`config.mk`:
```
export PLATFORM = sky130hd
export DESIGN_NAME = vga_timing_gen
export DESIGN_NICKNAME = d
export VERILOG_FILES = /design/src/rtl/vga_timing_gen.sv
export SDC_FILE = /design/constraint.sdc
export NUM_CORES = 1
export LEC_CHECK = 0
export CORE_ASPECT_RATIO = 1.2
export CORE_MARGIN = 10
export CORE_UTILIZATION = 40
export DETAILED_ROUTE_END_ITERATION = 8
export GPL_TIMING_DRIVEN = 1
export PLACE_DENSITY = 0.67
export SKIP_CTS_REPAIR_TIMING = 1
export SLEW_MARGIN = 20
export SYNTH_ARGS = -nofsm -noshare
export SYNTH_HDL_FRONTEND = slang
export SYNTH_SLANG_ARGS = --single-unit
```
`constraint.sdc`:
```
create_clock -name clk -period 2.41 [get_ports clk]
set_clock_uncertainty 0.05 [all_clocks]
set_input_delay 0.723 -clock clk [delete_from_list [all_inputs] [get_ports clk]]
set_output_delay 0.723 -clock clk [all_outputs]
set_load 0.01 [all_outputs]
```
`src/rtl/vga_timing_gen.sv`:
```
// VGA raster timing generator: pixel-rate strobe, h/v counters, registered syncs and active-area coordinates.
// Optional one-pixel lookahead outputs (xNext/yNext/nextOn) are built when VGA_LOOKAHEAD_EN is defined.
module vga_timing_gen #(
  parameter int H_ACTIVE = 640,
  parameter int H_FP     = 16,
  parameter int H_SYNC   = 96,
  parameter int H_BP     = 48,
  parameter int V_ACTIVE = 480,
  parameter int V_FP     = 10,
  parameter int V_SYNC   = 2,
  parameter int V_BP     = 33,
  parameter int CLK_DIV  = 4
) (
  input  logic                        clk,
  input  logic                        rst,
  output logic                        pixTick,
  output logic                        hSync,
  output logic                        vSync,
  output logic                        videoOn,
  output logic [$clog2(H_ACTIVE)-1:0] xPos,
  output logic [$clog2(V_ACTIVE)-1:0] yPos,
  output logic                        frameStart,
  output logic [$clog2(H_ACTIVE)-1:0] xNext,
  output logic [$clog2(V_ACTIVE)-1:0] yNext,
  output logic                        nextOn
);
  localparam int H_TOTAL = H_ACTIVE + H_FP + H_SYNC + H_BP;
  localparam int V_TOTAL = V_ACTIVE + V_FP + V_SYNC + V_BP;
  localparam int XW  = $clog2(H_ACTIVE);
  localparam int YW  = $clog2(V_ACTIVE);
  localparam int HCW = $clog2(H_TOTAL);
  localparam int VCW = $clog2(V_TOTAL);
  localparam int DW  = $clog2(CLK_DIV);

  localparam logic [DW-1:0]  DIV_LAST = DW'(CLK_DIV - 1);
  localparam logic [HCW-1:0] H_LAST   = HCW'(H_TOTAL - 1);
  localparam logic [HCW-1:0] H_ACT    = HCW'(H_ACTIVE);
  localparam logic [HCW-1:0] HS_BEG   = HCW'(H_ACTIVE + H_FP);
  localparam logic [HCW-1:0] HS_END   = HCW'(H_ACTIVE + H_FP + H_SYNC);
  localparam logic [VCW-1:0] V_LAST   = VCW'(V_TOTAL - 1);
  localparam logic [VCW-1:0] V_ACT    = VCW'(V_ACTIVE);
  localparam logic [VCW-1:0] VS_BEG   = VCW'(V_ACTIVE + V_FP);
  localparam logic [VCW-1:0] VS_END   = VCW'(V_ACTIVE + V_FP + V_SYNC);

  function automatic logic is_on(input logic [HCW-1:0] h, input logic [VCW-1:0] v);
    return (h < H_ACT) && (v < V_ACT);
  endfunction

  function automatic logic [XW-1:0] col_of(input logic [HCW-1:0] h, input logic [VCW-1:0] v);
    return is_on(h, v) ? h[XW-1:0] : '0;
  endfunction

  function automatic logic [YW-1:0] row_of(input logic [HCW-1:0] h, input logic [VCW-1:0] v);
    return is_on(h, v) ? v[YW-1:0] : '0;
  endfunction

  logic [DW-1:0]  r_div, w_div_next;
  logic [HCW-1:0] r_h, w_h_next;
  logic [VCW-1:0] r_v, w_v_next;
  logic           w_tick;
  logic           r_pix, r_fs, r_hs, r_vs, r_on;
  logic [XW-1:0]  r_x;
  logic [YW-1:0]  r_y;

  always_comb begin
    w_tick     = (r_div == DIV_LAST);
    w_div_next = w_tick ? '0 : r_div + 1'b1;
    w_h_next   = r_h;
    w_v_next   = r_v;
    if (w_tick) begin
      if (r_h == H_LAST) begin
        w_h_next = '0;
        w_v_next = (r_v == V_LAST) ? '0 : r_v + 1'b1;
      end else begin
        w_h_next = r_h + 1'b1;
      end
    end
  end

  // Outputs are decoded from next-state counters so they land on the same edge as the counters.
  always_ff @(posedge clk) begin
    if (rst) begin
      r_div <= '0;
      r_h   <= '0;
      r_v   <= '0;
      r_pix <= 1'b0;
      r_fs  <= 1'b0;
      r_hs  <= 1'b1;
      r_vs  <= 1'b1;
      r_on  <= 1'b1;
      r_x   <= '0;
      r_y   <= '0;
    end else begin
      r_div <= w_div_next;
      r_h   <= w_h_next;
      r_v   <= w_v_next;
      r_pix <= (w_div_next == DIV_LAST);
      r_fs  <= (w_div_next == DIV_LAST) && (w_h_next == H_LAST) && (w_v_next == V_LAST);
      r_hs  <= ~((w_h_next >= HS_BEG) && (w_h_next < HS_END));
      r_vs  <= ~((w_v_next >= VS_BEG) && (w_v_next < VS_END));
      r_on  <= is_on(w_h_next, w_v_next);
      r_x   <= col_of(w_h_next, w_v_next);
      r_y   <= row_of(w_h_next, w_v_next);
    end
  end

  assign pixTick    = r_pix;
  assign frameStart = r_fs;
  assign hSync      = r_hs;
  assign vSync      = r_vs;
  assign videoOn    = r_on;
  assign xPos       = r_x;
  assign yPos       = r_y;

`ifdef VGA_LOOKAHEAD_EN
  logic [HCW-1:0] w_h_la;
  logic [VCW-1:0] w_v_la;
  logic           r_non;
  logic [XW-1:0]  r_xn;
  logic [YW-1:0]  r_yn;

  // Position one pixel beyond the next counter state, wrapping across line and frame ends.
  always_comb begin
    w_h_la = (w_h_next == H_LAST) ? '0 : w_h_next + 1'b1;
    w_v_la = w_v_next;
    if (w_h_next == H_LAST) begin
      w_v_la = (w_v_next == V_LAST) ? '0 : w_v_next + 1'b1;
    end
  end

  always_ff @(posedge clk) begin
    if (rst) begin
      r_non <= 1'b0;
      r_xn  <= '0;
      r_yn  <= '0;
    end else begin
      r_non <= is_on(w_h_la, w_v_la);
      r_xn  <= col_of(w_h_la, w_v_la);
      r_yn  <= row_of(w_h_la, w_v_la);
    end
  end

  assign nextOn = r_non;
  assign xNext  = r_xn;
  assign yNext  = r_yn;
`else
  assign nextOn = 1'b0;
  assign xNext  = '0;
  assign yNext  = '0;
`endif
endmodule
```
# Word-level counts from Yosys, hierarchy flattened
# Index checks and enable logic that the tools add are counted.
# totals
register_bits	46
output_inout_bits	44
# classes
n_addsub	3
magnitude_cmp	6
n_eq_ne	6
n_mux	6
bitwise_logic	3
n_reduce_logical	6
# ops
cell	count
$mux 10	5
$eq 10x10->1 const B	4
$add 10x1->10 const B	2
$lt 10x10->1 const B	2
$lt 10x9->1 const B	2
$ge 10x10->1 const B	1
$ge 10x9->1 const B	1
$logic_and 1x1->1	5
$eq 2x2->1 const B	2
$not 1->1	3
$add 2x1->2 const B	1
$mux 2	1
$reduce_or 2->1	1

# Depth between registers and ports, before layout
# Gate-level depths: netlist of run 1.
# logic_depth
word_depth	8
depth_mapped	10

# Worst setup path after synthesis of run 1
# No wires, ideal clock.
# synth_path
kind	register -> register
from	register r_div[0]
to	register r_x[4], in the netlist xPos[4]
setup_time_ns	0.131
t_arrival_ns	2.240
required_ns	2.229
setup_slack_ns	-0.011
path_stages_with_launch	10
path_buffers	2
cell_sequence	dfxtp_1 -> ha_1 -> clkbuf_1 -> nand3_1 -> or4_1 -> a21oi_1 -> o21ai_0 -> nand3_4 -> buf_6 -> nor3_2
# synth_between
elab_chain_cells	6
elab_cells_between_ends	8
cone_classes	order compare: 2; eq/ne: 1; mux: 2; bitwise: 1; reduce/logical: 2
# synth_rtl
element	line	rtl
start, declared	57	logic [DW-1:0] r_div, w_div_next;
start signal, assigned	94	r_div <= w_div_next;
$eq 2x2->1 *	66	w_tick = (r_div == DIV_LAST);
$mux 10	70	if (w_tick) begin
$lt 10x10->1 / $lt 10x9->1 (equally long branches)	46	return (h < H_ACT) && (v < V_ACT);
$logic_and 1x1->1	46	
$not 1->1 (no source line)	--	
$reduce_or 2->1 (no source line)	--	
end signal, assigned	102	r_x <= col_of(w_h_next, w_v_next);
end, declared	62	logic [XW-1:0] r_x;
# Mark *: on every way between the ends. The rest lies on a longest branch, timed or not.
# A chain may end at the register's enable or synchronous reset.

# Worst setup path in the final report of run 1
# layout_path
from	register r_h[6]
to	register r_fs, in the netlist frameStart
# layout_between
elab_chain_cells	6
elab_cells_between_ends	10
cone_classes	add/sub: 1; eq/ne: 3; mux: 4; reduce/logical: 2
# layout_rtl
element	line	rtl
start, declared	58	logic [HCW-1:0] r_h, w_h_next;
start signal, assigned	95	r_h <= w_h_next;
$add 10x1->10 / $eq 10x10->1 (equally long branches)	75, 71	
$mux 10	71	if (r_h == H_LAST) begin
$mux 10	70	
$eq 10x10->1	98	r_fs <= (w_div_next == DIV_LAST) && (w_h_next == H_LAST) && (w_v_next == V_LAST);
$logic_and 1x1->1	98	
$logic_and 1x1->1 *	98	
end signal, assigned	98	
end, declared	61	logic r_pix, r_fs, r_hs, r_vs, r_on;
# Marks and branches as above.

==> results of run 1 <==
-- through the flow --
step	hold WS, ns	TNS (ns)	cell area (um^2)
6_report	0.407	0	2950
5_1_grt	0.435	-0.354	2950
4_1_cts	0.412	-2.12	2820
3_5_place_dp	0.399	-1.75	2730
3_3_place_gp	0.392	-1.04	2730
2_1_floorplan	0.377	0	2360
-- cell usage after synthesis (5+ instances only) --
master,number
nor3_2,8
xnor2_1,6
a21oi_1,8
nand3_1,7
inv_1,7
ha_1,5
o21ai_0,7
dfxtp_1,46
nor2b_1,10
nor3_1,13
xor2_1,7
nand4_1,7
nor2_1,24
buf_4,20
clkbuf_1,6
nand2_1,13
-- per-layer routing --
metal  part of all wire, %  wire length, um  up-vias  GRT usage [%]
li1                      -                -      959              -
met1                    42             2430      939           13.7
met2                    51             2960       62           21.4
met3                   4.7              275       13           2.45
met4                   2.4              137        0           6.00
met5                     0                0        -              0
-- logic make-up (layout without fill, tap and decap cells) --
kind of cell / after synthesis / count (layout) / share of synthesized area [%]
compound gates: 34 / 34 / 10.6
buf+inv: 41 / 82 / 10.8
fa+ha+maj: 5 / 5 / 2.74
flops: 46 / 46 / 40.3
simple gates: 109 / 111 / 28.8
xor+xnor: 13 / 13 / 4.99
mux: 3 / 3 / 1.48
other cells: 1 / 20 / 0.164
-- state kept, by name, summed over array words and instances (netlist names) --
signal      count
frameStart      1
hSync           1
pixTick         1
r_div           2
r_h            10
r_v            10
vSync           1
videoOn         1
xPos           10
yPos            9
-- critical path, delay by kind of cell (launching register included) --
| family | cells | cell delay (ns) |
|---|---|---|
| flops | 1 | 0.33 |
| simple gates | 4 | 1.49 |
| compound gates | 2 | 0.28 |
| buf+inv | 1 | 0.14 |
-- area by class of cell --
cell class / instances / area [um^2] / share of cell area [%]
multi-input combinational: 186 / 1260 / 42.8
clock buffer: 6 / 72.6 / 2.46
inverter: 7 / 26.3 / 0.891
clock inverter: 2 / 13.8 / 0.467
sequential: 46 / 922 / 31.3
tap: 64 / 80.1 / 2.72
timing repair buffer: 67 / 573 / 19.4
-- worst max-delay path by stage --
stage	startpoint	to	slack, ns	cells past startpoint
finish	r_h[6]	frameStart	0.02	7
global route	r_h[6]	frameStart	-0.06	7
CTS	r_h[5]	yPos[1]	-0.15	6
detailed placement	r_h[5]	yPos[1]	-0.14	6
global placement	r_h[5]	vSync	-0.11	7
floorplan	r_h[7]	xPos[4]	0.01	9
-- power by group --
| group | switching, W | internal [W] | total [W] |
|---|---|---|---|
| combinational | 0.0000414 | 0.0000207 | 0.0000621 |
| clock | 0.000258 | 0.000205 | 0.000463 |
| sequential | 0.00000517 | 0.000767 | 0.000773 |
| total | 0.000305 | 0.000993 | 0.00130 |
==> impl_metrics.ini, run 1 <==
[global_route]
grt_pass1_wl_um = 8920
track_usage_pct = 12.2
grt_antenna_before_repair = 0
grt-ovfl-total = 0
first_global_vias = 1951
grt_max_degree = 38

[timing]
setup_viol = 0
rsz0062_at_grt = true
slew_viol_final = 0
fin_crit_ns = 2.39
hold_violations = 0
fin_ws_ns = 0.0192
period_share_pct = 99.2
fmax_mhz = 418

[floorplanning]
io_pins = 46
start_util_pct = 40.8
core_area_um2 = 5590
die_y_um = 103
placementRows = 30
die-area_um2 = 9140
die_x_um = 89.0

[placed_design]
gp_congestion = 0.845
dp.cells = 362
place_ws_ns = -0.142
io_buffers = 25
dpl.hpwl_um = 4070

[synthesis]
synth_ff_type = dfxtp_1
ys_seq_area_share_pct = 40.3
yosys.area.top_type = dfxtp_1
yosysWarnings = 0
synth.area.top_cells = dfxtp_1, buf_4, nor2_1, nor3_2, nor3_1
ys_ff_latch = 46
yosysTopAreaCellShare_pct = 40.3
synth_edf_count = 0
synth_cell_types = 55
synthArstFlopShare_pct = 0
synth.avg_cell_area_um2 = 9.06
syn_inst = 252
synth_area_um2 = 2280

[critical_path]
required_ns = 2.56
worstPathMaxFanout = 4
r2r_cells = 7
crit_path_max_incr_delay_ns = 0.57
path_class = reg -> reg
worstPathArrival_ns = 2.54
end_kind = flip-flop
start_kind = flip-flop
r2r-start = r_h[6]
crit_slowest_cell = or4b_4
r2r_end = frameStart
crit_chain = or4b_4, or4_4, buf_6, nor3_4, and3_4, o22ai_2, a2111oi_2
r2r_slack_ns = 0.02

[clocking]
cts-root-buf = clkbuf_8
cts_buffer_depth = 2
clk_pin_slew_worst_paths_ns = 0.08
htree_levels = 2
clock-sinks = 46
cts_tree = yes
clk_latency_ns = 0.30
cts-buffers-inserted = 5

[cells_and_area]
layout_common_cells = dfxtp_1, buf_4, clkdlybuf4s50_1
area_growth_pct = 29.2
final_util_pct = 52.7
diodes = 0
nFillCells = 516
drive_gt1_share_pct = 26.1
final_nets = 320
layout.cells.non_filler = 378
final_common_cell = dfxtp_1

[route]
ant_nets = 0
dr.pass1.iters = 4
drc = 0
dr.first_iter.drc_count = 99
wl_um = 5800
drt-vias-per-instance = 5.22
vias = 1973
routedWlPerCell_um = 15.3

[min_path]
hold_path.class = reg -> reg
hold_start = r_div[0]
hold_depth = 1
worstHoldEndpoint = r_div[0]

[power_and_ir_drop]
leakagePower_nw = 1.21
power_density_nw_per_um2 = 440
design_power_total_w = 0.00130
ir_drop_v = 0.000186

[flow_run]
maxCapViolCount = 0

[run_status]
status = finished, final reports clean
No activity file was read; power rests on OpenSTA's default activity.
==> run 2, diff against run 1 <==
Settings changed: CORE_UTILIZATION 40 to 46, PLACE_DENSITY 0.67 to 0.75.
==> run 2 against run 1 <==
Effect of this change: via count is 0.86% lower; sequential power about the same; final area shrank 1.4%.
==> impl_metrics.ini, run 2 (same netlist as run 1, synthesis figures left out) <==
[run_status]
status = finished, final reports clean

[min_path]
hold_start = r_div[0]
hold_depth = 1
worstHoldEndpoint = r_div[0]
hold_path.class = reg -> reg

[cells_and_area]
diodes = 0
layout_common_cells = dfxtp_1, buf_4, clkdlybuf4s50_1
final_nets = 313
drive_gt1_share_pct = 23.5
nFillCells = 424
area_growth_pct = 27.4
final_util_pct = 59.7
multiInputGateArea_um2 = 1250
seq_area_um2 = 922
final_common_cell = dfxtp_1

[timing]
slew_viol_final = 0
rsz0062_at_grt = true
finalSetupTns_ns = 0
hold_slack_ns = 0.413
setup_viol = 0
period_share_pct = 98.3
hold_violations = 0
fin_ws_ns = 0.0403
fmax_mhz = 422
fin_crit_ns = 2.37

[critical_path]
required_ns = 2.56
r2r-start = r_h[7]
r2r_cells = 7
worstPathMaxFanout = 4
start_kind = flip-flop
end_kind = flip-flop
r2r_slack_ns = 0.04
worstPathArrival_ns = 2.52
path_class = reg -> reg
r2r_end = frameStart

[placed_design]
gp_congestion = 0.930
io_buffers = 25
place_ws_ns = -0.0867
dpl.hpwl_um = 4080

[floorplanning]
die_x_um = 84.3
die-area_um2 = 8190
core_area_um2 = 4870
start_util_pct = 46.9
placementRows = 28
die_y_um = 97.2
io_pins = 46

[clocking]
clk_pin_slew_worst_paths_ns = 0.08
clk_latency_ns = 0.29
cts_tree = yes
clock-sinks = 46
cts-buffers-inserted = 5
htree_levels = 2
cts-root-buf = clkbuf_8
cts_buffer_depth = 2

[global_route]
grt_pass1_wl_um = 8960
track_usage_pct = 12.9
first_global_vias = 1901
grt_max_degree = 38
grt-ovfl-total = 0
grt_antenna_before_repair = 0

[flow_run]
maxCapViolCount = 0

[route]
vias = 1956
wl_um = 5600
drt-vias-per-instance = 5.33
dr.pass1.iters = 4
drc = 0
ant_nets = 0
dr.first_iter.drc_count = 306
routedWlPerCell_um = 15.3

[power_and_ir_drop]
power_density_nw_per_um2 = 475
leakagePower_nw = 1.16
ir_drop_v = 0.000400
run 2: final cells by class:
class	instances	share of cell area, %
clock buffers	7	2.62
clock inverters	1	1.03
inverters	7	0.903
multi-input cells	185	42.8
flip-flops and latches	46	31.7
well taps	60	2.58
repair buffers	61	18.3
run 2: per-stage QoR:
step	std cells	instance area [um^2]	total power, W
3_3_place_gp	355	2720	0.000845
2_1_floorplan	271	2360	0.000854
5_1_grt	367	2910	0.00144
6_report	367	2910	0.00138
3_5_place_dp	355	2720	0.000847
4_1_cts	363	2830	0.00140
run 2: metal layers:
| metal | vias up | GRT usage [%] | wire length, um |
|---|---|---|---|
| met2 | 78 | 23.1 | 2930 |
| met3 | 10 | 2.94 | 331 |
| li1 | 948 | - | - |
| met4 | 0 | 5.16 | 115 |
| met1 | 920 | 14.0 | 2220 |
| met5 | - | 0 | 0 |
run 2: worst max-delay path: stages (launching register included):
cell and delay [ns]:
dfxtp_1 0.32, or4b_4 0.58, or4_4 0.54, buf_4 0.17, nor3_4 0.11, and3_4 0.19, o22ai_1 0.10, a2111oi_2 0.21
run 2: how the worst max path moves through the flow:
stage | start | end | slack [ns] | cells after the start
after floorplan | r_h[7] | xPos[4] | 0.01 | 9
after global placement | rst | frameStart | -0.06 | 5
after detailed placement | rst | frameStart | -0.09 | 5
after CTS | r_h[5] | yPos[3] | -0.07 | 7
after global routing | r_h[7] | frameStart | -0.03 | 7
final | r_h[7] | frameStart | 0.04 | 7
run 2: report_power, final:
part	total, W	leakage [nW]	switching [W]	internal (W)
Clock	0.000550	0.0524	0.000239	0.000310
Combinational	0.0000593	0.734	0.0000399	0.0000195
Sequential	0.000772	0.372	0.00000409	0.000767
